File: src/rtl/bcd_conv_arbiter.sv
// Round-robin arbiter sharing one serial binary-to-BCD converter among NUM_REQ requesters.
// Optional WAIT watchdog enabled by defining BCD_ARB_TIMEOUT_EN.
module bcd_conv_arbiter #(
  parameter int unsigned NUM_REQ        = 4,
  parameter int unsigned BIN_W          = 32,
  parameter int unsigned NUM_DIGITS     = 4,
  parameter int unsigned TIMEOUT_CYCLES = 256
) (
  input  logic                              clk,
  input  logic                              rst,
  input  logic [NUM_REQ-1:0]                req,
  input  logic [NUM_REQ-1:0][BIN_W-1:0]     req_data,
  output logic [NUM_REQ-1:0]                req_ack,
  output logic [BIN_W-1:0]                  conv_binary,
  output logic                              conv_load,
  input  logic [NUM_DIGITS*4-1:0]           conv_bcd,
  input  logic                              conv_done,
  output logic                              rsp_valid,
  output logic [$clog2(NUM_REQ)-1:0]        rsp_id,
  output logic [NUM_DIGITS*4-1:0]           rsp_bcd,
  output logic                              rsp_err
);

  localparam int unsigned ID_W = $clog2(NUM_REQ);

  typedef enum logic [2:0] {
    S_IDLE,
    S_LOAD,
    S_ARM,
    S_WAIT,
    S_RESP
  } state_e;

  state_e                  state_q, state_d;
  logic [ID_W-1:0]         ptr_q, ptr_d;
  logic [ID_W-1:0]         id_q, id_d;
  logic [BIN_W-1:0]        bin_q, bin_d;
  logic [ID_W-1:0]         rsp_id_q, rsp_id_d;
  logic [NUM_DIGITS*4-1:0] rsp_bcd_q, rsp_bcd_d;

`ifdef BCD_ARB_TIMEOUT_EN
  localparam int unsigned CNT_W = $clog2(TIMEOUT_CYCLES + 1);
  logic [CNT_W-1:0] cnt_q, cnt_d;
  logic             err_q, err_d;
`endif

  // Round-robin search: first set req bit starting just above the pointer, wrapping.
  logic            found;
  logic [ID_W-1:0] pick;
  logic [ID_W-1:0] cand;

  always_comb begin
    found = 1'b0;
    pick  = '0;
    cand  = '0;
    for (int unsigned i = 1; i <= NUM_REQ; i++) begin
      cand = ID_W'((32'(ptr_q) + i) % NUM_REQ);
      if (!found && req[cand]) begin
        found = 1'b1;
        pick  = cand;
      end
    end
  end

  always_comb begin
    state_d   = state_q;
    ptr_d     = ptr_q;
    id_d      = id_q;
    bin_d     = bin_q;
    rsp_id_d  = rsp_id_q;
    rsp_bcd_d = rsp_bcd_q;
`ifdef BCD_ARB_TIMEOUT_EN
    cnt_d     = cnt_q;
    err_d     = err_q;
`endif
    case (state_q)
      S_IDLE: begin
        if (found) begin
          id_d    = pick;
          bin_d   = req_data[pick];
          state_d = S_LOAD;
        end
      end
      S_LOAD: begin
        ptr_d   = id_q;
        state_d = S_ARM;
      end
      S_ARM: begin
        // conv_done is deliberately ignored here: it may still be high from the last job.
`ifdef BCD_ARB_TIMEOUT_EN
        cnt_d   = '0;
`endif
        state_d = S_WAIT;
      end
      S_WAIT: begin
        if (conv_done) begin
          rsp_bcd_d = conv_bcd;
          rsp_id_d  = id_q;
`ifdef BCD_ARB_TIMEOUT_EN
          err_d     = 1'b0;
`endif
          state_d   = S_RESP;
        end
`ifdef BCD_ARB_TIMEOUT_EN
        else if (cnt_q == CNT_W'(TIMEOUT_CYCLES - 1)) begin
          rsp_bcd_d = '0;
          rsp_id_d  = id_q;
          err_d     = 1'b1;
          state_d   = S_RESP;
        end else begin
          cnt_d = cnt_q + 1'b1;
        end
`endif
      end
      S_RESP: state_d = S_IDLE;
      default: state_d = S_IDLE;
    endcase
  end

  always_ff @(posedge clk or negedge rst) begin
    if (!rst) begin
      state_q   <= S_IDLE;
      ptr_q     <= ID_W'(NUM_REQ - 1);
      id_q      <= '0;
      bin_q     <= '0;
      rsp_id_q  <= '0;
      rsp_bcd_q <= '0;
`ifdef BCD_ARB_TIMEOUT_EN
      cnt_q     <= '0;
      err_q     <= 1'b0;
`endif
    end else begin
      state_q   <= state_d;
      ptr_q     <= ptr_d;
      id_q      <= id_d;
      bin_q     <= bin_d;
      rsp_id_q  <= rsp_id_d;
      rsp_bcd_q <= rsp_bcd_d;
`ifdef BCD_ARB_TIMEOUT_EN
      cnt_q     <= cnt_d;
      err_q     <= err_d;
`endif
    end
  end

  always_comb begin
    req_ack = '0;
    if (state_q == S_LOAD) req_ack[id_q] = 1'b1;
  end

  assign conv_load   = (state_q == S_LOAD);
  assign conv_binary = bin_q;
  assign rsp_valid   = (state_q == S_RESP);
  assign rsp_id      = rsp_id_q;
  assign rsp_bcd     = rsp_bcd_q;
`ifdef BCD_ARB_TIMEOUT_EN
  assign rsp_err     = rsp_valid & err_q;
`else
  assign rsp_err     = 1'b0;
`endif

endmodule

File: config.mk
export PLATFORM = sky130hd
export DESIGN_NAME = bcd_conv_arbiter
export DESIGN_NICKNAME = d
export VERILOG_FILES = /design/src/rtl/bcd_conv_arbiter.sv
export SDC_FILE = /design/constraint.sdc
export NUM_CORES = 1
export LEC_CHECK = 0
export BUFFER_PORTS_ARGS = -buffer_cell sky130_fd_sc_hd__buf_4
export CORE_UTILIZATION = 40
export CTS_CLUSTER_SIZE = 10
export DETAILED_ROUTE_END_ITERATION = 10
export PLACE_DENSITY = 0.84
export SLEW_MARGIN = 20
export SYNTH_ARGS = -nofsm -noshare
export SYNTH_HDL_FRONTEND = slang
export SYNTH_SLANG_ARGS = --single-unit
File: constraint.sdc
create_clock -name clk -period 2.15 [get_ports clk]
set_clock_uncertainty 0.2 [all_clocks]
set_input_delay 0.43 -clock clk [delete_from_list [all_inputs] [get_ports clk]]
set_output_delay 0.43 -clock clk [all_outputs]
set_load 0.005 [all_outputs]
==> impl_metrics.toml <==
[sta]
final_max_slew_viol_count = 0
fmax_mhz = 489
worstMarginPinSlew_ps = 740
tns_ps = 0
min_period_over_period = 0.952
finalSetupViolCount = 0
timing.final.crit_period_ps = 2050
hold_violations = 0
relSlewSlack = 0.507
hold_ws_ps = 87.2
rsz0062_at_grt = "no"

[global_route]
antenna_found_initial = 0
grt_max_degree = 65
grt_pass1_vias = 3928
grt_usage = 0.237
grt_pass1_wl_um = 18000
grt_overflow = 0

[clock_network]
insertion_delay_ps = 340
cts_tree = "done"
cts-root-buf = "clkbuf_8"
cts_setup_buffers = 0
clk_path_buf_depth = 2
cts-htree-levels = 3
cts.sinks = 57
cts_buffers = 9
clkTransAtPathRegs_ps = 70

[hold_path]
min_from = "conv_bcd[12]"
hold_depth = 3
min_to = "rsp_bcd[12]"
hold_class = "in2reg"

[pwr]
ir_drop_mv = 0.641
leakagePower_nw = 2.96
powerDensity_nw_per_um2 = 1110

[critical_path]
r2r_cells = 6
critical_path_class = "reg2out"
worstPathArrival_ps = 1420
worstSetupEndpointType = "output pin"
required_ps = 1520
path_max_fanout = 6
timing.rr.end = "conv_binary[29]"
rrSetupSlack_ps = 110
worstSetupStartpointType = "flip-flop"
worstReg2RegStart = "ptr_q[0]"

[layout]
layout.nets = 767
area_delta_synth_final_pct = 52.3
drive_gt1_frac = 0.449
diodes = 0
stdcell_count = 729
final_area_um2 = 5560

[floorplan]
io_pins = 208
die_width_um = 97.6
die_area_um2 = 9520
core_area_um2 = 8760
rows = 34
die_y_um = 97.6
start_util = 0.417

[synthesis]
synthesis.nets = 569
avgSynthCellArea_um2 = 8.74
synth_area_um2 = 3650
ys_seq_area_frac = 0.391
synth_cells = 418
ys_seq_elements = 57
yosysWarnings = 0
synth_cell_types = 33

[run_status]
outcome = "finished clean"

[routing]
drtAntennaViolNets = 0
vias_per_cell = 5.38
route.detailed.drc = 0
wl_um = 11100
first_iter_violations = 188
num_vias = 3921
wl_per_cell_um = 15.2
drtPass1Iterations = 4

[flow_run]
drv_cap = 0

[placed_design]
placed_area_um2 = 5360
io_buffers = 206
placed_cells = 712
finalWeightedCongestion = 0.788
dp_hpwl_um = 8460
how the worst max path moves through the flow:
stage	startpoint	end	slack, ps
floorplan	ptr_q[0]	conv_binary[0]	200
CTS	state_q[2]	req_ack[2]	70
global route	state_q[2]	req_ack[2]	0.9
finish	state_q[2]	req_ack[2]	100
detailed placement	req[3]	conv_binary[22]	-30
global placement	req[3]	conv_binary[17]	30
registers in the layout, indices dropped and copies added (netlist names):
register,count
conv_binary,32
rsp_bcd,16
state_q,3
id_q,2
ptr_q,2
rsp_id,2
cell usage in the layout (no fill, tap or decap), types with 10 or more instances in the layout:
| master | netlist | final |
|---|---|---|
| buf_4 | 1 | 221 |
| clkbuf_8 | 0 | 10 |
| o21ai_1 | 30 | 30 |
| nand2_1 | 97 | 97 |
| dfrtp_1 | 55 | 55 |
| mux2i_1 | 32 | 32 |
| a31oi_1 | 33 | 33 |
| inv_1 | 33 | 32 |
| o211ai_2 | 29 | 29 |
| and4_1 | 32 | 32 |
cells in the mapped netlist:
cell / instances / area share
nand3_1: 1 / 0.0014
or2_2: 1 / 0.0017
nor3b_1: 2 / 0.0041
and4_1: 32 / 0.077
o21ai_0: 3 / 0.0041
nor4_1: 1 / 0.0017
clkinv_1: 1 / 0.0010
and2_1: 1 / 0.0017
dfstp_2: 2 / 0.014
nor3_1: 1 / 0.0014
nor2_1: 6 / 0.0062
a21oi_2: 1 / 0.0024
o211ai_2: 29 / 0.099
a21o_1: 2 / 0.0041
mux2i_1: 32 / 0.088
conb_1: 1 / 0.0010
a21oi_1: 1 / 0.0014
clkbuf_1: 25 / 0.026
buf_4: 1 / 0.0021
inv_1: 33 / 0.034
nand2_1: 97 / 0.10
and3_1: 2 / 0.0034
a21bo_1: 1 / 0.0027
buf_2: 10 / 0.014
o21ai_1: 30 / 0.041
o22a_1: 1 / 0.0024
dfrtp_1: 55 / 0.38
buf_6: 3 / 0.0092
a31oi_1: 33 / 0.057
nand3b_4: 1 / 0.0055
nand2b_1: 4 / 0.0068
or4_1: 1 / 0.0021
o211ai_1: 4 / 0.0082
final cells by class:
class,count,area [um^2]
Clock inverter,5,55.1
Sequential cell,57,1430
Multi-Input combinational cell,288,1930
Timing Repair Buffer,226,1750
Clock buffer,11,141
Fill cell,751,3200
Inverter,34,128
Tap cell,108,135
cell families after synthesis:
kind of cell / share of synthesized area
and+or+nand+nor: 0.212
other: 0.00103
buffers and inverters: 0.0856
DFF: 0.391
muxes: 0.0877
AOI/OAI and AO/OA: 0.222
critical path, cell delays in order, from the launching register on:
cell     delay (ps)
dfrtp_1         430
nor2_1          120
nand2_1         130
inv_2           110
nand2_1          70
nor2_1          100
buf_4           120
routing by layer:
| metal | GRT usage | wire length, um | vias to the layer above |
|---|---|---|---|
| met5 | 0 | 0 | - |
| met2 | 0.399 | 5420 | 185 |
| met1 | 0.281 | 4520 | 1836 |
| met3 | 0.0554 | 824 | 29 |
| met4 | 0.119 | 345 | 0 |
| li1 | - | - | 1871 |
where the power goes:
group          internal (mW)  switching (mW)  leakage, nW
combinational           1.68            1.56         2.16
clock                  0.563           0.452       0.0953
sequential              1.60           0.319        0.705
what timing repair did:
action,4_1_cts,5_1_grt
hold buffers,1,0
resized for setup,0,1
setup endpoints to repair,0,1
endpoints found under the hold margin,55,0
through the flow:
| step | total power [mW] | setup WS (ps) | utilization |
|---|---|---|---|
| 6_report | 6.17 | 103 | 0.635 |
| 5_1_grt | 6.62 | 0.875 | 0.635 |
| 4_1_cts | 6.23 | 68.8 | 0.635 |
| 3_5_place_dp | 5.19 | -27.8 | 0.611 |
| 3_3_place_gp | 5.07 | 28.7 | 0.611 |
| 2_1_floorplan | 3.70 | 197 | - |
Note: power is estimated with default switching activity, not from simulation.
